**src/rtl/pet_stats_engine.sv**
```systemverilog
// pet_stats_engine
//   Virtual-pet stat engine. Six 4-bit stats (15 = best, 0 = worst) decay on a
//   periodic tick and are raised by debounced-free care buttons. A three-state
//   FSM (ALIVE / PAUSED / DEAD) gates decay and actions.
//
// Ports
//   clk        : system clock, all state changes on its rising edge
//   reset      : asynchronous active-high reset
//   inputs[7:0]: async buttons; 0 feed, 1 play, 2 medicine, 3 clean,
//                4 sleep, 5 socialize, 6 reserved, 7 pause (level)
//   hunger, happiness, health, hygiene, energy, social : stat outputs
//   tick       : one-cycle pulse on each decay tick
//   alive      : high unless DEAD
//   mode       : 00 ALIVE, 01 PAUSED, 10 DEAD
module pet_stats_engine #(
    parameter logic [23:0] MAX_COUNT = 24'd10_000_000
) (
    input  logic       clk,
    input  logic       reset,
    input  logic [7:0] inputs,
    output logic [3:0] hunger,
    output logic [3:0] happiness,
    output logic [3:0] health,
    output logic [3:0] hygiene,
    output logic [3:0] energy,
    output logic [3:0] social,
    output logic       tick,
    output logic       alive,
    output logic [1:0] mode
);

    typedef enum logic [1:0] {
        ST_ALIVE  = 2'b00,
        ST_PAUSED = 2'b01,
        ST_DEAD   = 2'b10
    } state_t;

    localparam int HUN = 0;
    localparam int HAP = 1;
    localparam int HEA = 2;
    localparam int HYG = 3;
    localparam int ENE = 4;
    localparam int SOC = 5;

    // Clamp a signed working sum back into the 0..15 stat range.
    function automatic logic [3:0] sat4(input logic signed [6:0] v);
        if (v < 7'sd0)       return 4'd0;
        else if (v > 7'sd15) return 4'd15;
        else                 return v[3:0];
    endfunction

    logic [7:0]  sync_p0_q, sync_p0_d;
    logic [7:0]  sync_p1_q, sync_p1_d;
    logic [5:0]  hist_p2_q, hist_p2_d;
    logic [23:0] cnt_q, cnt_d;
    logic [1:0]  phase_q, phase_d;
    state_t      state_q, state_d;
    logic        alive_q, alive_d;
    logic [3:0]  stat_q [6];
    logic [3:0]  stat_d [6];

    logic [5:0]        act;
    logic              tick_w;
    logic signed [6:0] sum [6];
    logic              unused_rsvd;

    assign unused_rsvd = sync_p1_q[6];

    always_comb begin
        // Input synchronizer and edge history always run, in every state.
        sync_p0_d = inputs;
        sync_p1_d = sync_p0_q;
        hist_p2_d = sync_p1_q[5:0];

        tick_w = (state_q == ST_ALIVE) && (cnt_q == MAX_COUNT - 24'd1);
        act    = (state_q == ST_DEAD) ? 6'd0 : (sync_p1_q[5:0] & ~hist_p2_q);

        for (int i = 0; i < 6; i++) begin
            sum[i] = signed'({3'b000, stat_q[i]});
        end

        if (act[0]) sum[HUN] = sum[HUN] + 7'sd4;
        if (act[1]) begin
            sum[HAP] = sum[HAP] + 7'sd3;
            sum[ENE] = sum[ENE] - 7'sd2;
        end
        if (act[2]) sum[HEA] = sum[HEA] + 7'sd4;
        if (act[3]) sum[HYG] = sum[HYG] + 7'sd5;
        if (act[4]) sum[ENE] = sum[ENE] + 7'sd6;
        if (act[5]) begin
            sum[SOC] = sum[SOC] + 7'sd3;
            sum[HAP] = sum[HAP] + 7'sd1;
        end

        // Decay uses the phase value before this tick's increment, and the
        // health penalty looks at hunger/hygiene before this cycle's update.
        if (tick_w) begin
            sum[HUN] = sum[HUN] - 7'sd1;
            if (phase_q[0]) begin
                sum[HAP] = sum[HAP] - 7'sd1;
                sum[HYG] = sum[HYG] - 7'sd1;
            end
            if (phase_q == 2'd3) begin
                sum[ENE] = sum[ENE] - 7'sd1;
                sum[SOC] = sum[SOC] - 7'sd1;
            end
            if ((stat_q[HUN] == 4'd0) || (stat_q[HYG] == 4'd0)) begin
                sum[HEA] = sum[HEA] - 7'sd1;
            end
        end

        for (int i = 0; i < 6; i++) begin
            stat_d[i] = (state_q == ST_DEAD) ? stat_q[i] : sat4(sum[i]);
        end

        // Tick counter and phase only advance while ALIVE.
        cnt_d   = cnt_q;
        phase_d = phase_q;
        if (state_q == ST_ALIVE) begin
            cnt_d = tick_w ? 24'd0 : cnt_q + 24'd1;
        end
        if (tick_w) begin
            phase_d = phase_q + 2'd1;
        end

        state_d = state_q;
        case (state_q)
            ST_ALIVE: begin
                if (stat_d[HEA] == 4'd0)  state_d = ST_DEAD;
                else if (sync_p1_q[7])    state_d = ST_PAUSED;
            end
            ST_PAUSED: begin
                if (!sync_p1_q[7])        state_d = ST_ALIVE;
            end
            default:                      state_d = ST_DEAD;
        endcase
        alive_d = (state_d != ST_DEAD);
    end

    always_ff @(posedge clk or posedge reset) begin
        if (reset) begin
            sync_p0_q <= 8'd0;
            sync_p1_q <= 8'd0;
            hist_p2_q <= 6'd0;
            cnt_q     <= 24'd0;
            phase_q   <= 2'd0;
            state_q   <= ST_ALIVE;
            alive_q   <= 1'b1;
            for (int i = 0; i < 6; i++) begin
                stat_q[i] <= (i == HEA) ? 4'd15 : 4'd12;
            end
        end else begin
            sync_p0_q <= sync_p0_d;
            sync_p1_q <= sync_p1_d;
            hist_p2_q <= hist_p2_d;
            cnt_q     <= cnt_d;
            phase_q   <= phase_d;
            state_q   <= state_d;
            alive_q   <= alive_d;
            for (int i = 0; i < 6; i++) begin
                stat_q[i] <= stat_d[i];
            end
        end
    end

    assign hunger    = stat_q[HUN];
    assign happiness = stat_q[HAP];
    assign health    = stat_q[HEA];
    assign hygiene   = stat_q[HYG];
    assign energy    = stat_q[ENE];
    assign social    = stat_q[SOC];
    assign tick      = tick_w;
    assign alive     = alive_q;
    assign mode      = state_q;

endmodule

```
**config.mk**
```make
export PLATFORM = sky130hd
export DESIGN_NAME = pet_stats_engine
export DESIGN_NICKNAME = d
export VERILOG_FILES = /design/src/rtl/pet_stats_engine.sv
export SDC_FILE = /design/constraint.sdc
export NUM_CORES = 1
export LEC_CHECK = 0
export ABC_AREA = 1
export ABC_CLOCK_PERIOD_IN_PS = 5100
export BUFFER_PORTS_ARGS = -buffer_cell sky130_fd_sc_hd__buf_2
export CAP_MARGIN = 25
export CORE_MARGIN = 1
export CORE_UTILIZATION = 40
export CTS_BUF_LIST = sky130_fd_sc_hd__clkbuf_2 sky130_fd_sc_hd__clkbuf_4 sky130_fd_sc_hd__clkbuf_8
export CTS_CLUSTER_DIAMETER = 200
export DETAILED_ROUTE_END_ITERATION = 12
export SLEW_MARGIN = 20
export SYNTH_ARGS = -nofsm -noshare
export SYNTH_HDL_FRONTEND = slang
export SYNTH_SLANG_ARGS = --single-unit
```
**constraint.sdc**
```tcl
create_clock -name clk -period 5.1 [get_ports clk]
set_clock_uncertainty 0.1 [all_clocks]
set_input_delay 0.51 -clock clk [delete_from_list [all_inputs] [get_ports clk]]
set_output_delay 0.51 -clock clk [all_outputs]
set_load 0.01 [all_outputs]
```
==> results by group, run 1 <==
Status
  • Status: complete, no violations

Power
  • Static Leakage: 2.70 nW
  • Cell internal pwr: 0.838 mW
  • Logic gate share of total power: 0.019
  • Clk pwr share: 0.444
  • Sw Share: 0.236
  • Design Power: 1.10 mW
  • P_sw: 0.259 mW
  • Maximum vdd ir drop: 0.000152 V
  • Flop pwr share: 0.537
  • Pwr Density: 210 mW/mm²

Clock tree
  • CTS sink cnt: 73
  • Inserted Clock Buffers: 9
  • H-tree level count: 3
  • Root Buffer: clkbuf_8
  • CTS tree: yes
  • Clock Path Buffers: 2
  • Post-cts resize count: 0
  • Clk_lat worst skew: 0.35 ns
  • Hold-fix buffers at CTS: 0
  • # Post-CTS Setup Buffers: 0
  • Reg clk slew, reported paths: 0.09 ns

Placement
  • Pre-CTS setup slack: 2.17 ns
  • Placed cell count: 775
  • Count of input and output buffers: 36
  • DP Area: 0.00498 mm²
  • GPL Wtd Cong: 0.869
  • Post-DP HPWL: 7.47 mm

Yosys
  • Syn Area/Cell: 7.75 µm²
  • Asr flop ratio synth: 1.00
  • Syn nets: 631
  • Main synth FF type: dfrtp_1
  • Register area share after synthesis: 0.395
  • Register bit total from synthesis: 73
  • Count of flip-flops with a built-in enable after synthesis: 0
  • Synthesized instance count: 602
  • Mapped Area: 0.00467 mm²
  • Yosys cell types: 43
  • YS warnings: 0

Route
  • Final ANT Viol Nets: 0
  • Met3 WL: 367 µm
  • Via density: 4.93
  • Drt total wl: 9.93 mm
  • Drt drc: 0
  • DRT iter0 DRCs: 150
  • Met1 WL: 4.85 mm
  • Via count: 3,903
  • First-pass detailed-route iteration total: 5
  • WL per Instance: 12.5 µm
  • Top Layer Used: met4
  • Met2 WL: 4.63 mm

Critical path
  • Worst Path Max Fanout: 13
  • CP Launch Type: register
  • Critical path endpoint category: register
  • Worst EP required: 5.22 ns
  • Kind of critical path: register to register
  • FF-to-FF setup slack: 2.11 ns
  • WP data arrival: 3.11 ns

Cells and area
  • Nets: 673
  • Fill count: 1,152
  • Layout cells sized above 1: 0.206
  • Synthesis-to-layout area growth: 11.9%
  • Final core utilization: 0.459
  • Non-filler cells, final: 792
  • FF/Latch Area: 0.00185 mm²
  • Multi-input gate area: 0.00240 mm²
  • Fin area: 0.00522 mm²
  • # diodes: 0

Floorplanning
  • Starting Density: 0.410
  • Die footprint: 0.0121 mm²
  • Ports: 38
  • Die height: 110 µm
  • Horiz. Die Dim: 110 µm
  • Core Area: 0.0114 mm²
  • Row cnt: 39

Global routing
  • Vias in the first global route: 3,637
  • Overflow after GRT: 0
  • First-pass GRT wire length: 16.6 mm
  • Largest net degree at the start of global routing: 74
  • Initial antenna violation count: 0
  • Gr usage total: 0.178

STA
  • Hold Fails Final Rpt: 0
  • Slew margin rel.: 0.535
  • Tightest Pin Transition: 0.695 ns
  • Final TNS setup: 0 ns
  • Final WS setup: 2.11 ns
  • Final min period: 2.99 ns
  • WHS: 0.0825 ns
  • Max Fclk: 0.335 GHz
  • Max-slew violations: 0
  • RSZ-0062 raised after global routing: no
  • Final period utilization: 0.586
  • Final Setup Violations: 0

Hold path
  • Hold Path Class: primary input to async pin

Run
  • Max cap viols: 0
## registers in the layout, summed over array words and instances (netlist names), 4 cells and up
| signal | cells |
|---|---|
| energy | 4 |
| social | 4 |
| hunger | 4 |
| hist_p2_q | 6 |
| sync_p1_q | 7 |
| sync_p0_q | 7 |
| cnt_q | 24 |
| happiness | 4 |
| health | 4 |
| hygiene | 4 |
## power by group through the flow
stage / clock network (mW) / logic (mW) / registers, mW
finish: 0.487 / 0.0210 / 0.589
global route: 0.528 / 0.0247 / 0.591
CTS: 0.506 / 0.0200 / 0.590
detailed placement: 0 / 0.0200 / 0.601
global placement: 0 / 0.0194 / 0.600
floorplan: 0 / 0.0117 / 0.600
## critical path, stage by stage, from the launching register on
cell     delay [ns]
dfrtp_1        0.42
nor2_2         0.47
nand2_2        0.12
nor2_1         0.15
nand3_1        0.52
nor2_2         0.47
nand4_1        0.16
xor2_1         0.29
a31oi_1        0.15
## final timing paths
kind / from / end / cells past startpoint
min in group clk: inputs[0] / sync_p0_q[0] / 1
worst min register to register: sync_p0_q[5] / sync_p1_q[5] / 0
worst max register to register: mode[1] / energy[0] / 8
max in group asynchronous: reset / hygiene[2] / 4
worst max-delay path: mode[1] / energy[0] / 8
worst min-delay path: reset / cnt_q[19] / 3
## synth_stat cells, types with 5 or more instances
| cell | count | area (µm²) |
|---|---|---|
| nand2_2 | 17 | 106 |
| nor3_1 | 14 | 70.1 |
| ha_1 | 19 | 238 |
| nand2_1 | 125 | 469 |
| nand4_1 | 15 | 93.8 |
| nor4_1 | 5 | 31.3 |
| inv_1 | 87 | 327 |
| dfrtp_1 | 58 | 1450 |
| xnor2_1 | 5 | 43.8 |
| inv_2 | 10 | 37.5 |
| nand3_1 | 34 | 170 |
| dfstp_2 | 15 | 394 |
| nor2_1 | 67 | 251 |
| nand3b_1 | 5 | 37.5 |
| a21oi_1 | 16 | 80.1 |
| nor2_2 | 12 | 75.1 |
| o21ai_0 | 22 | 110 |
| xor2_1 | 20 | 175 |
| a31oi_1 | 13 | 81.3 |
## cell usage in the layout (no fill, tap or decap), types with 16 or more instances in the layout
cell	instances
a21oi_1	16
buf_2	36
dfrtp_1	58
ha_1	19
inv_1	86
nand2_1	125
nand2_2	17
nand3_1	34
nor2_1	67
o21ai_0	22
xor2_1	20
## per-layer routing
| layer | vias up | GRT usage |
|---|---|---|
| met4 | 0 | 0.0486 |
| met1 | 1810 | 0.238 |
| met5 | - | 0 |
| li1 | 2008 | - |
| met3 | 6 | 0.0394 |
| met2 | 79 | 0.290 |
## final cells by class
class,count,share of cell area
multi-input cells,424,0.460
flip-flops and latches,73,0.353
inverters,98,0.0709
repair buffers,38,0.0412
well taps,143,0.0343
clock buffers,10,0.0264
clock inverters,6,0.0139
## logic make-up after synthesis
kind of cell    synth area share
compound gates            0.0812
buf+inv                   0.0898
mux                      0.00241
flops                      0.395
simple gates               0.326
fa+ha+maj                 0.0509
xor+xnor                  0.0539
(Power assumes the default switching activity.)
==> run 2: changes to the inputs <==
Settings changed: ABC_CLOCK_PERIOD_IN_PS 5100 to 2800.
Clock period 5.1 ns to 2.8 ns, I/O delays scaled along.
==> results by group, run 2 (synthesis gave the netlist of run 1 again) <==
Run
  • Max cap viols: 0

Hold path
  • WHS Endpoint: sync_p1_q[1]
  • Hold Path Class: register to register
  • Min-delay src: sync_p0_q[1]
  • Worst hold stages: 0

Status
  • Status: complete, no violations

Critical path
  • RR Startpoint: energy[2]
  • Kind of critical path: register to register
  • WP data arrival: 2.69 ns
  • FF-to-FF setup slack: 0.24 ns
  • Worst reg2reg endpoint: energy[0]
  • Critical path endpoint category: register
  • Worst EP required: 2.94 ns
  • Worst Path Max Fanout: 4
  • Reg2Reg Depth: 10
  • CP Launch Type: register

Global routing
  • First-pass GRT wire length: 16.7 mm
  • Initial antenna violation count: 0
  • M2 GR Usage: 0.293
  • Layer with the highest usage: met2
  • Gr usage total: 0.179
  • Largest net degree at the start of global routing: 74
  • Vias in the first global route: 3,727
  • Met1 usage: 0.233
  • Overflow after GRT: 0
  • GR Layer Usage met3: 0.0464

Placement
  • GPL Wtd Cong: 0.884
  • Pre-CTS setup slack: 0.196 ns
  • DP Area: 0.00503 mm²
  • Post-DP HPWL: 7.43 mm
  • Count of input and output buffers: 36

Cells and area
  • Layout cells sized above 1: 0.209
  • Max FFs per register: 24
  • # diodes: 0
  • Multi-input gate area: 0.00240 mm²
  • Commonest non-fill, non-tap cells in the layout: nand2_1, inv_1, nor2_1
  • Commonest non-fill, non-tap cell in the layout: nand2_1
  • FF/Latch Area: 0.00185 mm²
  • Largest Register: cnt_q
  • Fin area: 0.00531 mm²
  • Largest registers: cnt_q x24, sync_p0_q x7, sync_p1_q x7
  • Synthesis-to-layout area growth: 13.9%
  • Nets: 685
  • Fill count: 1,112

Route
  • First-pass detailed-route iteration total: 4
  • Drt total wl: 9.82 mm
  • Drt drc: 0
  • WL per Instance: 12.2 µm
  • DRT iter0 DRCs: 191
  • Final ANT Viol Nets: 0
  • Via density: 4.84
  • Via count: 3,891

Floorplanning
  • Starting Density: 0.410
  • Die footprint: 0.0121 mm²
  • Row cnt: 39
  • Ports: 38
  • Die height: 110 µm
  • Core Area: 0.0114 mm²
  • Horiz. Die Dim: 110 µm

Clock tree
  • CTS sink cnt: 73
  • Clock Path Buffers: 2
  • Root Buffer: clkbuf_8
  • CTS tree: yes
  • Inserted Clock Buffers: 9
  • Clk_lat worst skew: 0.37 ns
  • H-tree level count: 3
  • Reg clk slew, reported paths: 0.08 ns
  • # Post-CTS Setup Buffers: 0

Power
  • Maximum vdd ir drop: 0.000313 V
  • Pwr Density: 368 mW/mm²
  • Static Leakage: 2.74 nW

STA
  • Hold Fails Final Rpt: 0
  • Slew margin rel.: 0.686
  • Final TNS setup: 0 ns
  • WHS: 0.246 ns
  • Max Fclk: 0.391 GHz
  • Final min period: 2.56 ns
  • Final period utilization: 0.913
  • Max-slew violations: 0
  • Final Setup Violations: 0
  • RSZ-0062 raised after global routing: no
  • Tightest Pin Transition: 0.466 ns
  • Final WS setup: 0.243 ns
==> run 2: cell types whose count changed in the layout (fill, tap and decap cells not counted), sizes merged <==
cell         before  now
inv             101   99
clkinv            1    2
clkinvlp          1    2
dlygate4sd3       0    8
buf              38   42
==> run 2: worst max path at each step <==
stage / startpoint / endpoint / slack [ns] / depth (start not counted)
6_report: energy[2] / energy[0] / 0.24 / 10
5_1_grt: sync_p1_q[1] / happiness[1] / 0.04 / 13
2_1_floorplan: mode[0] / happiness[2] / 0.46 / 13
3_5_place_dp: mode[0] / happiness[1] / 0.20 / 13
4_1_cts: mode[0] / happiness[1] / 0.19 / 13
3_3_place_gp: mode[0] / happiness[1] / 0.29 / 13
==> run 2: power by group <==
group          internal, mW  leakage, nW  switching (mW)
clock network         0.424       0.0963           0.415
logic                0.0163         1.74          0.0276
registers              1.07        0.908         0.00449
total                  1.51         2.74           0.447
==> run 2: layout make-up <==
cell class | instances | area share
Timing Repair Buffer | 50 | 0.0598
Multi-Input combinational cell | 424 | 0.452
Sequential cell | 73 | 0.347
Inverter | 98 | 0.0697
Clock buffer | 10 | 0.0247
Tap cell | 143 | 0.0337
Clock inverter | 6 | 0.0127
==> run 2: repair_timing <==
action	4_1_cts	5_1_grt
endpoints found under the hold margin	65	0
setup endpoints to repair	0	4
resized for setup	0	1
hold buffers	8	0
==> run 2: layer usage <==
metal,routed length [µm],vias up
met4,119,0
met2,4460,50
met5,0,-
met1,4870,1788
li1,-,2042
met3,376,11
==> run 2: worst max-delay path: stages (launching register included) <==
cell,delay (ns)
dfstp_2,0.55
inv_1,0.05
ha_1,0.26
nand2_1,0.10
nand2_1,0.08
ha_1,0.28
nor2_1,0.05
a31oi_2,0.28
nand4_1,0.19
xor2_1,0.32
a31oi_1,0.16
==> run 2: metrics by stage <==
| stage | instances | total power [mW] | utilization |
|---|---|---|---|
| after floorplan | 602 | 1.11 | - |
| after global placement | 780 | 1.13 | 0.443 |
| after detailed placement | 780 | 1.13 | 0.443 |
| after CTS | 804 | 2.01 | 0.467 |
| after global routing | 804 | 2.04 | 0.467 |
| final | 804 | 1.96 | 0.467 |
==> run 3: changes to the inputs <==
Settings changed: BUFFER_PORTS_ARGS -buffer_cell sky130_fd_sc_hd__buf_2 to -buffer_cell sky130_fd_sc_hd__buf_4.
==> results by group, run 3 (synthesis gave the netlist of run 1 again) <==
Route
  • First-pass detailed-route iteration total: 5
  • Final ANT Viol Nets: 0
  • Drt total wl: 10.2 mm
  • DRT iter0 DRCs: 266
  • Via density: 4.89
  • WL per Instance: 12.6 µm
  • Drt drc: 0
  • Via count: 3,939

Global routing
  • First-pass GRT wire length: 17.5 mm
  • Overflow after GRT: 0
  • Gr usage total: 0.187
  • Initial antenna violation count: 0
  • Largest net degree at the start of global routing: 27
  • Vias in the first global route: 3,745

Critical path
  • Critical path endpoint category: register
  • Kind of critical path: register to register
  • Worst Path Max Fanout: 4
  • Worst EP required: 2.93 ns
  • CP Launch Type: register
  • Reg2Reg Depth: 10
  • WP data arrival: 2.68 ns
  • RR Startpoint: energy[2]
  • Crit. Startpoint: energy[2]

Floorplanning
  • Starting Density: 0.410
  • Ports: 38
  • Die footprint: 0.0121 mm²
  • Core Area: 0.0114 mm²
  • Horiz. Die Dim: 110 µm
  • Die height: 110 µm
  • Row cnt: 39

Power
  • Pwr Density: 367 mW/mm²
  • Static Leakage: 2.75 nW
  • Design Power: 1.99 mW
  • Maximum vdd ir drop: 0.000315 V

STA
  • WHS: 0.250 ns
  • Max Fclk: 0.392 GHz
  • Max-slew violations: 0
  • Final period utilization: 0.912
  • RSZ-0062 raised after global routing: no
  • Final min period: 2.55 ns
  • Slew margin rel.: 0.643
  • Final TNS setup: 0 ns
  • Hold Fails Final Rpt: 0
  • Final Setup Violations: 0
  • Final WS setup: 0.246 ns
  • Tightest Pin Transition: 0.535 ns

Cells and area
  • Max FFs per register: 24
  • Fill count: 1,115
  • Commonest non-fill, non-tap cells in the layout: nand2_1, inv_1, nor2_1
  • Largest registers: cnt_q x24, sync_p0_q x7, sync_p1_q x7
  • FF/Latch Area: 0.00185 mm²
  • Multi-input gate area: 0.00241 mm²
  • Commonest non-fill, non-tap cell in the layout: nand2_1
  • # diodes: 0
  • Fin area: 0.00541 mm²
  • Synthesis-to-layout area growth: 15.9%
  • Largest Register: cnt_q
  • Layout cells sized above 1: 0.213
  • Nets: 686

Clock tree
  • Clock Path Buffers: 2
  • CTS sink cnt: 73
  • H-tree level count: 3
  • Inserted Clock Buffers: 9
  • CTS tree: yes
  • Reg clk slew, reported paths: 0.09 ns
  • Clk_lat worst skew: 0.36 ns
  • Root Buffer: clkbuf_8
  • # Post-CTS Setup Buffers: 0

Status
  • Status: complete, no violations

Placement
  • Pre-CTS setup slack: 0.131 ns
  • GPL Wtd Cong: 0.861
  • Count of input and output buffers: 36
  • DP Area: 0.00512 mm²
  • Post-DP HPWL: 7.73 mm

Hold path
  • Hold Path Class: register to register
  • Min-delay src: sync_p0_q[3]
  • Worst hold stages: 0

Run
  • Max cap viols: 0
run 3: cell types whose count changed in the layout (fill, tap and decap cells not counted):
cell      delta
o21ai_2      +1
buf_12       -1
buf_4       +38
clkbuf_4     -1
o21ai_1      -1
nand2_1      -1
buf_2       -36
nand2_2      +1
inv_8        +1
run 3: layout make-up:
type / count / area share
Sequential cell: 73 / 0.341
Clock buffer: 9 / 0.0229
Inverter: 98 / 0.0685
Multi-Input combinational cell: 424 / 0.445
Clock inverter: 7 / 0.0146
Timing Repair Buffer: 51 / 0.0745
Tap cell: 143 / 0.0331
run 3: timing repair:
item	4_1_cts	5_1_grt
hold buffers	8	0
hold endpoints to repair	27	0
gates resized for setup	0	3
endpoints found under the setup margin	0	5
run 3: metal layers:
| metal | global-route usage | up-vias | wire length [µm] |
|---|---|---|---|
| met5 | 0 | - | 0 |
| met4 | 0.0610 | 0 | 145 |
| met3 | 0.0370 | 12 | 360 |
| met2 | 0.306 | 81 | 4830 |
| met1 | 0.249 | 1808 | 4830 |
| li1 | - | 2038 | - |
run 3: report_power, final:
group	internal (mW)	total, mW	switching (mW)
Clock	0.420	0.866	0.445
Combinational	0.0183	0.0464	0.0281
Sequential	1.07	1.07	0.00422
run 3: final timing paths:
kind	slack [ns]	to
worst min-delay path	0.25	sync_p1_q[3]
worst max-delay path	0.25	energy[0]
max in group asynchronous	1.38	hygiene[2]
min in group asynchronous	0.42	cnt_q[19]
worst min register to register	0.25	sync_p1_q[3]
worst max register to register	0.25	energy[0]
run 3: critical path: stages (launching register included):
cell and delay (ns):
dfstp_2 0.55, inv_1 0.06, ha_1 0.26, nand2_1 0.11
nand2_1 0.08, ha_1 0.28, nor2_1 0.05, a31oi_2 0.30
nand4_1 0.18, xor2_1 0.29, a31oi_1 0.15
run 3: metrics by stage:
step / instances / util
floorplan: 602 / -
global placement: 781 / 0.450
detailed placement: 781 / 0.450
CTS: 805 / 0.475
global route: 805 / 0.476
finish: 805 / 0.476
